<file path="src/rtl/mem_wb_if.sv">
// rtl/mem_wb_if.sv - MEM to WB stage instruction handoff bus
interface mem_wb_if #(
    parameter int XLEN       = 64,
    parameter int REG_ADDR_W = 5
);
    logic                  in_valid;
    logic                  in_ready;
    logic                  mem_to_reg;
    logic                  reg_write_in;
    logic [2:0]            funct3;
    logic [2:0]            byte_off;
    logic [XLEN-1:0]       alu_result;
    logic [XLEN-1:0]       mem_rdata;
    logic [REG_ADDR_W-1:0] rd_in;

    modport master (
        output in_valid,
        output mem_to_reg,
        output reg_write_in,
        output funct3,
        output byte_off,
        output alu_result,
        output mem_rdata,
        output rd_in,
        input  in_ready
    );

    modport slave (
        input  in_valid,
        input  mem_to_reg,
        input  reg_write_in,
        input  funct3,
        input  byte_off,
        input  alu_result,
        input  mem_rdata,
        input  rd_in,
        output in_ready
    );
endinterface

</file>
<file path="src/rtl/mem_wb_stage.sv">
// rtl/mem_wb_stage.sv - MEM->WB pipeline register, load extraction and register file write port
module mem_wb_stage #(
    parameter int XLEN       = 64,
    parameter int REG_ADDR_W = 5,
    parameter int CNT_W      = 32
) (
    input  logic                  clk,
    input  logic                  reset,
    input  logic                  stall,
    input  logic                  flush,
    mem_wb_if.slave               mem,
    output logic [XLEN-1:0]       WriteData,
    output logic [REG_ADDR_W-1:0] RD,
    output logic                  RegWrite,
    output logic                  wb_valid,
    output logic                  load_fault,
    output logic [CNT_W-1:0]      retired_count
);

    logic                  valid;
    logic                  consumed;
    logic                  e_mem_to_reg;
    logic                  e_reg_write;
    logic [2:0]            e_funct3;
    logic [2:0]            e_byte_off;
    logic [XLEN-1:0]       e_alu_result;
    logic [XLEN-1:0]       e_mem_rdata;
    logic [REG_ADDR_W-1:0] e_rd;

    logic [XLEN-1:0]       shifted;
    logic [XLEN-1:0]       load_data;
    logic                  misaligned;
    logic                  illegal;
    logic                  fault;
    logic                  present;

    assign mem.in_ready = ~stall;

    always_ff @(posedge clk) begin
        if (reset) begin
            valid        <= 1'b0;
            consumed     <= 1'b0;
            e_mem_to_reg <= 1'b0;
            e_reg_write  <= 1'b0;
            e_funct3     <= '0;
            e_byte_off   <= '0;
            e_alu_result <= '0;
            e_mem_rdata  <= '0;
            e_rd         <= '0;
        end else if (flush) begin
            valid    <= 1'b0;
            consumed <= 1'b0;
        end else if (stall) begin
            // a held entry has already been shown once; keep it from writing again
            consumed <= valid;
        end else begin
            valid        <= mem.in_valid;
            consumed     <= 1'b0;
            e_mem_to_reg <= mem.mem_to_reg;
            e_reg_write  <= mem.reg_write_in;
            e_funct3     <= mem.funct3;
            e_byte_off   <= mem.byte_off;
            e_alu_result <= mem.alu_result;
            e_mem_rdata  <= mem.mem_rdata;
            e_rd         <= mem.rd_in;
        end
    end

    always_ff @(posedge clk) begin
        if (reset) begin
            retired_count <= '0;
        end else if (wb_valid) begin
            retired_count <= retired_count + 1'b1;
        end
    end

    assign shifted = e_mem_rdata >> {e_byte_off, 3'b000};

    always_comb begin
        load_data  = '0;
        misaligned = 1'b0;
        illegal    = 1'b0;
        case (e_funct3)
            3'b000: load_data = {{(XLEN-8){shifted[7]}}, shifted[7:0]};
            3'b001: begin
                load_data  = {{(XLEN-16){shifted[15]}}, shifted[15:0]};
                misaligned = e_byte_off[0];
            end
            3'b010: begin
                load_data  = {{(XLEN-32){shifted[31]}}, shifted[31:0]};
                misaligned = |e_byte_off[1:0];
            end
            3'b011: begin
                load_data  = shifted;
                misaligned = |e_byte_off;
            end
            3'b100: load_data = {{(XLEN-8){1'b0}}, shifted[7:0]};
            3'b101: begin
                load_data  = {{(XLEN-16){1'b0}}, shifted[15:0]};
                misaligned = e_byte_off[0];
            end
            3'b110: begin
                load_data  = {{(XLEN-32){1'b0}}, shifted[31:0]};
                misaligned = |e_byte_off[1:0];
            end
            default: illegal = 1'b1;
        endcase
    end

    assign fault   = e_mem_to_reg & (misaligned | illegal);
    assign present = valid & ~consumed;

    assign WriteData  = valid ? (e_mem_to_reg ? load_data : e_alu_result) : '0;
    assign RD         = valid ? e_rd : '0;
    assign wb_valid   = present;
    assign load_fault = present & fault;
    assign RegWrite   = present & e_reg_write & (e_rd != '0) & ~fault;

endmodule

</file>
<file path="src/flat_wrapper.sv">
// flat-port wrapper written by rule: the top's interface ports become plain ports
module mem_wb_stage_flat 
#(
    parameter int XLEN       = 64,
    parameter int REG_ADDR_W = 5,
    parameter int CNT_W      = 32
)
  (clk, reset, stall, flush, WriteData, RD, RegWrite, wb_valid, load_fault, retired_count, mem_in_valid, mem_mem_to_reg, mem_reg_write_in, mem_funct3, mem_byte_off, mem_alu_result, mem_mem_rdata, mem_rd_in, mem_in_ready);
  mem_wb_if #(.XLEN(XLEN), .REG_ADDR_W(REG_ADDR_W)) mem_i ();
  input  logic clk;
  input  logic reset;
  input  logic stall;
  input  logic flush;
  output logic [XLEN-1:0] WriteData;
  output logic [REG_ADDR_W-1:0] RD;
  output logic RegWrite;
  output logic wb_valid;
  output logic load_fault;
  output logic [CNT_W-1:0] retired_count;
  input wire logic [$bits(mem_i.in_valid)-1:0] mem_in_valid;
  input wire logic [$bits(mem_i.mem_to_reg)-1:0] mem_mem_to_reg;
  input wire logic [$bits(mem_i.reg_write_in)-1:0] mem_reg_write_in;
  input wire logic [$bits(mem_i.funct3)-1:0] mem_funct3;
  input wire logic [$bits(mem_i.byte_off)-1:0] mem_byte_off;
  input wire logic [$bits(mem_i.alu_result)-1:0] mem_alu_result;
  input wire logic [$bits(mem_i.mem_rdata)-1:0] mem_mem_rdata;
  input wire logic [$bits(mem_i.rd_in)-1:0] mem_rd_in;
  output wire logic [$bits(mem_i.in_ready)-1:0] mem_in_ready;
  assign mem_i.in_valid = mem_in_valid;
  assign mem_i.mem_to_reg = mem_mem_to_reg;
  assign mem_i.reg_write_in = mem_reg_write_in;
  assign mem_i.funct3 = mem_funct3;
  assign mem_i.byte_off = mem_byte_off;
  assign mem_i.alu_result = mem_alu_result;
  assign mem_i.mem_rdata = mem_mem_rdata;
  assign mem_i.rd_in = mem_rd_in;
  assign mem_in_ready = mem_i.in_ready;
  mem_wb_stage #(.XLEN(XLEN), .REG_ADDR_W(REG_ADDR_W), .CNT_W(CNT_W)) u_core (.clk(clk), .reset(reset), .stall(stall), .flush(flush), .mem(mem_i), .WriteData(WriteData), .RD(RD), .RegWrite(RegWrite), .wb_valid(wb_valid), .load_fault(load_fault), .retired_count(retired_count));
endmodule
</file>
<file path="config.mk">
export PLATFORM = sky130hd
export DESIGN_NAME = mem_wb_stage_flat
export DESIGN_NICKNAME = d
export VERILOG_FILES = /design/src/rtl/mem_wb_if.sv /design/src/rtl/mem_wb_stage.sv /design/src/flat_wrapper.sv
export SDC_FILE = /design/constraint.sdc
export NUM_CORES = 1
export LEC_CHECK = 0
export ABC_AREA = 1
export BUFFER_PORTS_ARGS = -buffer_cell sky130_fd_sc_hd__buf_2
export CAP_MARGIN = 25
export CELL_PAD_IN_SITES_DETAIL_PLACEMENT = 1
export CELL_PAD_IN_SITES_GLOBAL_PLACEMENT = 2
export CORE_UTILIZATION = 25
export CTS_CLUSTER_DIAMETER = 40
export DETAILED_ROUTE_END_ITERATION = 10
export PLACE_DENSITY_LB_ADDON = 0.1
export SYNTH_ARGS = -nofsm -noshare
export SYNTH_HDL_FRONTEND = slang
export SYNTH_SLANG_ARGS = --single-unit
</file>
<file path="constraint.sdc">
create_clock -name clk -period 1.4 [get_ports clk]
set_clock_uncertainty 0.05 [all_clocks]
set_input_delay 0.07 -clock clk [delete_from_list [all_inputs] [get_ports clk]]
set_output_delay 0.07 -clock clk [all_outputs]
set_load 0.05 [all_outputs]
</file>
==> reports/results.tsv, run 1 <==
metric	value	unit
first-pass GRT wire length	78.2	mm
Max-cap violations	0	
share of layout cells above drive strength 1	42.9	%
Sequential Power Share	37.2	%
Die Area	40700	um2
largest cells by area after synthesis	dfxtp_1 35%, nand2_1 14%, nor2_1 12%	
cell count after synthesis	1588	
top flop regs	u_core.e_alu_result: 64 flops, u_core.e_mem_rdata: 64 flops, u_core.retired_count: 32 flops	
Worst Max-Slew Pin Slew	0.435	ns
Lkg Pwr	8.08	nW
part of the power in combinational logic	28.8	%
Hold Fails Final Rpt	2	
Hold Slack	-0.0133	ns
Core Area	39000	um2
clk_lat worst skew	0.46	ns
Yosys cell types	50	
WP data required	1.28	ns
Nets	2333	
Clk pwr share	34.0	%
RSZ-0062 raised after global routing	true	
Overflow after GRT	0	
number of synthesis warnings	0	
Worst R2R Start	u_core.valid	
starting density of the core	25.6	%
Reg clk slew, reported paths	0.07	ns
Hold Path Depth	4	
Net Count, Synth	1740	
Syn Std Cell Area	9980	um2
CTS Root Cell	clkbuf_16	
post-route ant nets	0	
HP Start	reset	
# setup viols final	92	
area delta synth->final	87.0	%
Hold EP	u_core.retired_count[10]	
Slew Viols, Final	0	
FILL cells	4795	
final wirelength	51.2	mm
failing checks	negative hold slack, negative setup slack	
Synth Area in XOR/XNOR	0.176	%
Seq/Total Area, Yosys	35.1	%
Setup TNS	-73.78	ns
GR Util All Layers	24.9	%
status	complete, but fails checks	
Slew headroom	70.7	%
final period utilization	182	%
largest family of logic cells by synthesized area	simple AND/OR/NAND/NOR gates	
Final GP Congestion	0.949	
post-synthesis compound-gate area fraction	18.9	%
fmax	0.392	GHz
critical path class	flop to output port	
largest net degree at the start of global routing	114	
syn_area_per_cell	6.28	um2
1st-iter DRT viols	451	
Rows	72	
Yosys top cell area share	35.1	%
overall die height	202	um
Yosys reg bits	175	
R2R Setup Slk	-0.24	ns
cells on worst reg2reg path	10	
post-synthesis simple-gate area fraction	35.9	%
internal power	9.75	mW
number of clock sinks	175	
Arrival @ worst endpoint	2.43	ns
dpl hpwl	37.1	mm
vias in the first global route	13500	
cell taking the most area after synthesis	dfxtp_1	
cts bufs inserted	17	
Power per Cell Area	779	nW/um2
vias per inst	4.73	
worst hold path class	input port to flop	
CTS tree	done	
Vias	12800	
VDD IR max	859	uV
initial antenna violation count	3	
top-level I/O count	251	
clk buf depth	2	
Startpoint Class	flop	
crit-path max FO	7	
post-synthesis mux area share	0.100	%
Synth Area in Adders	0.753	%
Avg WL per Cell	18.9	um
reg-to-reg critical path endpoint	u_core.retired_count[29]	
Residual DRC	0	
final worst slack	-1.15	ns
CP Capture Type	output port	
switching part of the total	32.9	%
min cycle time layout	2.55	ns
TritonRoute pass-1 iters	5	
htree depth	4	
Port Buffers	250	
die width	202	um
P_sw	4.77	mW
## layout make-up
cell class | instances | area, um2 | share of cell area, %
Timing Repair Buffer | 690 | 6060 | 32.5
Multi-Input combinational cell | 1213 | 7390 | 39.6
Clock buffer | 25 | 505 | 2.71
Clock inverter | 7 | 76.3 | 0.409
Tap cell | 518 | 648 | 3.47
Sequential cell | 175 | 3620 | 19.4
Antenna cell | 3 | 7.51 | 0.0402
Inverter | 84 | 353 | 1.89
## repair_timing
action / 4_1_cts / 5_1_grt
gates resized for setup: 343 / 133
hold buffers: 148 / 0
cloned: 3 / 1
setup endpoints to repair: 93 / 151
setup buffers: 31 / 29
pin swaps: 76 / 77
hold endpoints to repair: 150 / 0
## Yosys cell counts, drive strengths merged
| cell type | count |
|---|---|
| nand2 | 385 |
| nor2 | 317 |
| o21ai | 198 |
| dfxtp | 175 |
| a21oi | 116 |
| inv | 83 |
| nand3 | 80 |
| buf | 60 |
| clkbuf | 57 |
| nand4 | 39 |
| nor3 | 17 |
| o211ai | 16 |
| o311ai | 8 |
| and2 | 7 |
| or2 | 7 |
| ha | 6 |
| o21a | 3 |
| o21bai | 2 |
| xor2 | 2 |
| a211oi | 1 |
| a31oi | 1 |
| and3 | 1 |
| clkinv | 1 |
| mux2i | 1 |
| nand2b | 1 |
| nor3b | 1 |
| o2111ai | 1 |
| o221ai | 1 |
| or3 | 1 |
## cells by family (layout without fill, tap and decap cells)
| logic type | count (synthesis) | after routing |
|---|---|---|
| simple gates | 856 | 857 |
| buf+inv | 201 | 806 |
| other cells | 0 | 3 |
| xor+xnor | 2 | 2 |
| compound gates | 347 | 347 |
| fa+ha+maj | 6 | 6 |
| flops | 175 | 175 |
| mux | 1 | 1 |
## power by group through the flow
stage / Combinational, mW / Sequential, mW / Clock [mW]
floorplan: 1.77 / 5.45 / 0
global placement: 3.21 / 5.51 / 0
detailed placement: 3.24 / 5.51 / 0
CTS: 4.01 / 5.40 / 5.10
global route: 4.52 / 5.44 / 5.26
finish: 4.19 / 5.41 / 4.93
## metal layers
metal,global-route usage [%],wire (um)
met1,32.0,23200
met2,42.3,24800
met3,4.13,2030
met5,0,10
met4,7.85,1110
## worst max-delay path, stage by stage (launching register included)
cell and delay, ns:
dfxtp_4 0.37, buf_8 0.14, buf_6 0.12, nor2_4 0.18, nand2_2 0.11, nand3_4 0.10
nand3_4 0.20, buf_6 0.20, nand4_1 0.10, nand2_2 0.08, a21oi_4 0.17, buf_6 0.18
## placed cells by master (no fill, tap or decap), drive strengths merged
cell and count:
a21oi 116, nand4 39, o211ai 16, diode 3, buf 541, bufinv 1, o221ai 1, or3 1
or2 7, nor3 17, clkinvlp 3, nand2 385, and3 1, inv 83, clkinv 4, o21a 3
nand2b 1, o21bai 2, clkbuf 28, nand3 81, a211oi 1, and2 7, mux2i 1, dlygate4sd3 146
xor2 2, a31oi 1, ha 6, nor2 317, o21ai 198, o311ai 8, o2111ai 1, dfxtp 175
nor3b 1
## per-stage QoR
step	util [%]	std cells	total power, mW	setup slack (ns)	instance area [um2]
2_1_floorplan	-	1588	7.21	-0.307	11100
3_3_place_gp	37.2	2478	8.71	-0.858	14500
3_5_place_dp	37.2	2478	8.75	-0.823	14500
4_1_cts	46.2	2691	14.5	-1.14	18000
5_1_grt	47.8	2715	15.2	-1.21	18700
6_report	47.8	2715	14.5	-1.15	18700
## worst max-delay path by stage
stage | start | end | slack, ns | depth (start not counted)
finish | u_core.e_byte_off[0] | WriteData[48] | -1.15 | 11
global route | u_core.e_byte_off[0] | WriteData[48] | -1.21 | 13
CTS | u_core.e_byte_off[0] | WriteData[48] | -1.14 | 11
detailed placement | u_core.e_byte_off[0] | WriteData[2] | -0.82 | 8
global placement | u_core.e_byte_off[0] | WriteData[2] | -0.86 | 8
floorplan | u_core.e_byte_off[0] | WriteData[2] | -0.31 | 8
Power figures use the tool's default switching activity.
==> run 2, diff against run 1 <==
--- a/config.mk
+++ b/config.mk
@@ -10,6 +10,7 @@
 export CAP_MARGIN = 25
 export CELL_PAD_IN_SITES_DETAIL_PLACEMENT = 1
 export CELL_PAD_IN_SITES_GLOBAL_PLACEMENT = 2
+export CORE_MARGIN = 2
 export CORE_UTILIZATION = 25
 export CTS_CLUSTER_DIAMETER = 40
 export DETAILED_ROUTE_END_ITERATION = 10
==> run 2 against run 1 <==
The flow finishes with violations (negative setup slack). Wire length is 1.7% higher. Utilization hardly changed. Via count grew 0.94%. Sequential cell count is the same. Hold slack better by 0.14 ns. Sequential share of layout area decreased by 0.26 points. Global-route usage is 0.51 points lower. Worst setup slack worse by 0.017 ns. Largest power group unchanged. Highest routed layer is now met4.
==> reports/results.tsv, run 2 (synthesis gave the netlist of run 1 again) <==
metric	value	unit	change
Final GP Congestion	0.929		-2.0%
1st-iter DRT viols	524		+16%
GR Util All Layers	24.4	%	-0.51 points
met2 track demand over resource	41.7	%	-0.64 points
Setup TNS	-75.79	ns	-2.01 ns
Hold EP	u_core.e_mem_rdata[59]		
Slew Viols, Final	0		unchanged
overall die height	204	um	+0.99%
Hold Fails Final Rpt	0		-2
Reg clk slew, reported paths	0.08	ns	about the same
Rows	73		+1.4%
fmax	0.390	GHz	-0.66%
area delta synth->final	89.7	%	
Slew headroom	69.7	%	-0.96 points
RSZ-0062 raised after global routing	true		
FILL cells	4793		-0.042%
Overflow after GRT	0		unchanged
Core Area	39500	um2	+1.4%
CTS tree	done		
failing checks	negative setup slack		
commonest non-fill, non-tap cell in the layout	nor2_1		
crit-path max FO	7		unchanged
Residual DRC	0		unchanged
share of layout cells above drive strength 1	43.7	%	+0.76 points
clk_lat worst skew	0.46	ns	about the same
WP data required	1.28	ns	about the same
critical path class	flop to output port		
final wirelength	52.0	mm	+1.7%
first-pass GRT wire length	77.7	mm	-0.70%
cells on worst reg2reg path	7		-3
Avg WL per Cell	19.2	um	+1.6%
final core occ	47.9	%	about the same
dpl hpwl	36.5	mm	-1.4%
CP Capture Type	output port		
post-route ant nets	0		unchanged
largest net degree at the start of global routing	88		-23%
# setup viols final	95		+3.3%
number of clock sinks	175		unchanged
top-level I/O count	251		unchanged
Power per Cell Area	786	nW/um2	+0.91%
final period utilization	183	%	+1.2 points
TritonRoute pass-1 iters	4		-1
Hold Path Depth	5		+1
Nets	2329		-0.17%
cts bufs inserted	17		unchanged
die width	204	um	+0.99%
VDD IR max	863	uV	+0.48%
Startpoint Class	flop		
commonest non-fill, non-tap cells in the layout	286 x nor2_1, 262 x nand2_1, 207 x buf_4		
Die Area	41500	um2	+2.0%
CTS Root Cell	clkbuf_16		
Lkg Pwr	8.18	nW	+1.2%
clk buf depth	2		unchanged
initial antenna violation count	2		-1
M3 GR Usage	4.38	%	+0.25 points
top flop regs	u_core.e_alu_result: 64 flops, u_core.e_mem_rdata: 64 flops, u_core.retired_count: 32 flops		
Arrival @ worst endpoint	2.45	ns	+0.02 ns
Worst Max-Slew Pin Slew	0.453	ns	+0.0183 ns
final total power	14.9	mW	+2.4%
HP Start	flush		
final worst slack	-1.17	ns	-0.0170 ns
Max-cap violations	0		unchanged
Vias	13000		+0.94%
vias per inst	4.77		+0.87%
Port Buffers	250		unchanged
GR peak layer	met2		
worst hold path class	input port to flop		
R2R Setup Slk	-0.27	ns	-0.03 ns
reg-to-reg critical path endpoint	u_core.retired_count[31]		
grt met1 use	31.1	%	-0.90 points
vias in the first global route	13400		-1.0%
htree depth	4		unchanged
Worst R2R Start	u_core.retired_count[10]		
min cycle time layout	2.57	ns	+0.0170 ns
status	complete, but fails checks		
starting density of the core	25.2	%	-0.35 points
[run 2: metal layers]
metal / share of wire [%] / wire [um]
met1: 45 / 23600
met2: 49 / 25400
met3: 3.5 / 1800
met4: 2.3 / 1180
met5: 0 / 0
[run 2: what timing repair did]
item / in CTS / in global routing
setup buffers: 29 / 34
gates resized for setup: 319 / 199
hold buffers: 151 / 3
cloned: 3 / 5
endpoints found under the setup margin: 93 / 100
pin swaps: 51 / 103
endpoints found under the hold margin: 150 / 1
[run 2: cell type report]
type	instances	area (um2)	share of cell area (%)
Antenna cell	2	5.00	0.0264
Clock buffer	18	450	2.38
Clock inverter	14	153	0.807
Inverter	84	353	1.86
Multi-Input combinational cell	1212	7560	39.9
Sequential cell	175	3620	19.1
Tap cell	525	657	3.47
Timing Repair Buffer	687	6130	32.4
[run 2: worst max path at each step]
stage / from / end / slack, ns / cells after the start
after floorplan: u_core.e_byte_off[0] / WriteData[2] / -0.31 / 8
after global placement: u_core.e_byte_off[0] / WriteData[19] / -1.17 / 10
after detailed placement: u_core.e_byte_off[0] / WriteData[19] / -1.19 / 10
after CTS: u_core.e_byte_off[0] / WriteData[14] / -1.17 / 10
after global routing: u_core.e_byte_off[0] / WriteData[20] / -1.24 / 14
final: u_core.e_byte_off[0] / WriteData[17] / -1.17 / 13
[run 2: per-stage QoR]
step           cell area, um2  hold slack, ns  worst slack, ns  cells
2_1_floorplan           11100           0.155           -0.307   1588
3_3_place_gp            14400           0.244            -1.17   2467
3_5_place_dp            14400           0.249            -1.19   2467
6_report                18900           0.128            -1.17   2717
5_1_grt                 18900           0.137            -1.24   2717
4_1_cts                 17900          0.0916            -1.17   2680
[run 2: worst max-delay path, stage by stage (launching register included)]
cell and delay (ns):
dfxtp_4 0.44, inv_6 0.06, buf_6 0.14, buf_6 0.12, nand2_4 0.07, nand3_4 0.08, nand2_4 0.08, nand2_4 0.06
nand3_4 0.21, nand2_8 0.12, buf_6 0.14, o21ai_4 0.21, a21oi_4 0.08, buf_6 0.16
[run 2: power breakdown]
part           total (mW)  switching (mW)  internal (mW)
registers            5.41           0.206           5.20
logic                4.31            2.40           1.90
clock network        5.16            2.39           2.77
==> run 3, diff against run 2 <==
--- a/config.mk
+++ b/config.mk
@@ -14,7 +14,7 @@
 export CORE_UTILIZATION = 25
 export CTS_CLUSTER_DIAMETER = 40
 export DETAILED_ROUTE_END_ITERATION = 10
-export PLACE_DENSITY_LB_ADDON = 0.1
+export PLACE_DENSITY = 0.81
 export SYNTH_ARGS = -nofsm -noshare
 export SYNTH_HDL_FRONTEND = slang
 export SYNTH_SLANG_ARGS = --single-unit
==> run 3 against run 2 <==
The run still ends with negative setup slack left. Count of clock-buffer cells in the layout is the same. Critical endpoint is now WriteData[32]. Clock power is 8.7% lower. Register-to-register slack improved by 0.02 ns. Critical path depth shrank 2.
==> reports/results.tsv, run 3 (synthesis gave the netlist of run 1 again) <==
metric	value	unit	change
post-route ant nets	0		unchanged
initial antenna violation count	0		-2
CP top delay family	simple AND/OR/NAND/NOR gates		
clk buf depth	2		unchanged
Overflow after GRT	0		unchanged
CP cell instances	buf_12 -> buf_12 -> nand2_1 -> nand3_2 -> nand3_4 -> nand3_4 -> clkbuf_16 -> nand4_1 -> nand2_2 -> a21oi_4 -> buf_6		
final period utilization	184	%	+0.72 points
worst hold path class	input port to flop		
Core Area	39500	um2	unchanged
# setup viols final	90		-5.3%
crit-path max cell delay	0.38	ns	-0.06 ns
slowest CP cell	dfxtp_4		
Power per Cell Area	770	nW/um2	-1.9%
starting density of the core	25.2	%	unchanged
FILL cells	4772		-0.44%
first-pass GRT wire length	78.7	mm	+1.3%
Startpoint Class	flop		
fmax	0.388	GHz	-0.39%
vias per inst	4.83		+1.1%
number of clock sinks	175		unchanged
die width	204	um	unchanged
commonest non-fill, non-tap cell in the layout	nand2_1		
Vias	13000		+0.59%
Hold Slack	0.0244	ns	-0.104 ns
Die Area	41500	um2	unchanged
sequential cell area	3620	um2	-0.10%
CTS Root Cell	clkbuf_16		
failing checks	negative setup slack		
top flop regs	u_core.e_alu_result: 64 flops, u_core.e_mem_rdata: 64 flops, u_core.retired_count: 32 flops		
GR Util All Layers	24.5	%	+0.094 points
critical path class	flop to output port		
VDD IR max	966	uV	+12%
WP data required	1.28	ns	about the same
Arrival @ worst endpoint	2.46	ns	about the same
vias in the first global route	14100		+5.5%
area of the multi-input gates	7280	um2	-3.6%
status	complete, but fails checks		
overall die height	204	um	unchanged
largest net degree at the start of global routing	67		-24%
htree depth	4		unchanged
Worst Path Buf+Inv	4		-1
final core occ	46.6	%	-1.2 points
Worst Max-Slew Pin Slew	0.604	ns	+0.151 ns
cts bufs inserted	17		unchanged
dpl hpwl	36.0	mm	-1.4%
final wirelength	52.0	mm	about the same
share of layout cells above drive strength 1	40.9	%	-2.8 points
top-level I/O count	251		unchanged
min cycle time layout	2.58	ns	+0.0101 ns
Reg clk slew, reported paths	0.08	ns	about the same
Max-cap violations	0		unchanged
CP Capture Type	output port		
Avg WL per Cell	19.2	um	+0.45%
final worst slack	-1.18	ns	-0.0101 ns
Final GP Congestion	0.957		+3.0%
commonest non-fill, non-tap cells in the layout	311 x nand2_1, 284 x nor2_1, 211 x buf_4		
Slew Viols, Final	0		unchanged
Nets	2315		-0.60%
clk_lat worst skew	0.47	ns	about the same
1st-iter DRT viols	669		+28%
RSZ-0062 raised after global routing	true		
Residual DRC	0		unchanged
TritonRoute pass-1 iters	5		+1
Lkg Pwr	7.96	nW	-2.6%
Hold Fails Final Rpt	0		unchanged
Slew headroom	59.7	%	-10 points
area delta synth->final	84.8	%	
CTS tree	done		
Rows	73		unchanged
crit-path max FO	8		+1
Port Buffers	250		unchanged
[run 3: cell types whose count changed in the layout (fill, tap and decap cells not counted), moves of 4 or more]
| cell | before | now |
|---|---|---|
| nand3_2 | 26 | 19 |
| nor3_2 | 3 | 7 |
| buf_4 | 207 | 211 |
| buf_8 | 23 | 15 |
| buf_6 | 89 | 85 |
| nand2_2 | 100 | 61 |
| o21ai_4 | 18 | 10 |
| nand3_1 | 46 | 51 |
| o21ai_1 | 15 | 21 |
| dlygate4sd3_1 | 153 | 147 |
| nand2_1 | 262 | 311 |
| nand2_4 | 20 | 11 |
[run 3: power by group]
part / leakage [nW] / switching [mW] / internal [mW]
combinational: 6.23 / 2.26 / 1.82
sequential: 1.46 / 0.212 / 5.20
clock: 0.270 / 2.31 / 2.40
total: 7.96 / 4.78 / 9.42
[run 3: worst paths after layout]
check | from | endpoint | slack [ns] | cells past startpoint
worst max-delay path | u_core.e_byte_off[0] | WriteData[32] | -1.18 | 11
worst min-delay path | reset | u_core.retired_count[14] | 0.02 | 4
worst max register to register | u_core.consumed | u_core.retired_count[28] | -0.25 | 11
worst min register to register | u_core.retired_count[29] | u_core.retired_count[29] | 0.45 | 2
[run 3: layout make-up]
| type | count | area share, % |
|---|---|---|
| inverters | 84 | 1.89 |
| diodes | 1 | 0.0136 |
| flip-flops and latches | 175 | 19.6 |
| clock buffers | 18 | 2.44 |
| well taps | 525 | 3.56 |
| clock inverters | 14 | 0.597 |
| multi-input cells | 1212 | 39.5 |
| repair buffers | 673 | 32.4 |
[run 3: per-layer routing]
layer	up-vias	track usage (%)	part of all wire, %
met5	-	0	0
met4	0	9.59	3.6
met3	92	4.46	4.4
met2	312	42.7	49
met1	6302	29.8	43
li1	6339	-	-
[run 3: tightest hold or removal path, cell delays in order]
cell     delay, ns
buf_2         0.11
buf_4         0.16
a31oi_1       0.06
o21a_1        0.10
[run 3: what timing repair did]
| item | in CTS | in global routing |
|---|---|---|
| buffers inserted | 30 | 19 |
| hold endpoints to repair | 150 | 1 |
| cloned | 4 | 5 |
| hold buffers | 148 | 1 |
| resized for setup | 268 | 141 |
| endpoints found under the setup margin | 91 | 108 |
| pin swaps | 52 | 77 |
[run 3: per-stage QoR]
stage	instance area, um2	std cells	setup WS (ns)	power, mW	setup TNS [ns]
floorplan	11100	1588	-0.307	7.21	-19.53
global placement	14500	2475	-0.769	8.61	-44.89
detailed placement	14500	2475	-0.772	8.68	-47.03
CTS	17800	2689	-1.16	14.1	-74.24
global route	18400	2701	-1.28	14.8	-85.90
finish	18400	2702	-1.18	14.2	-75.98
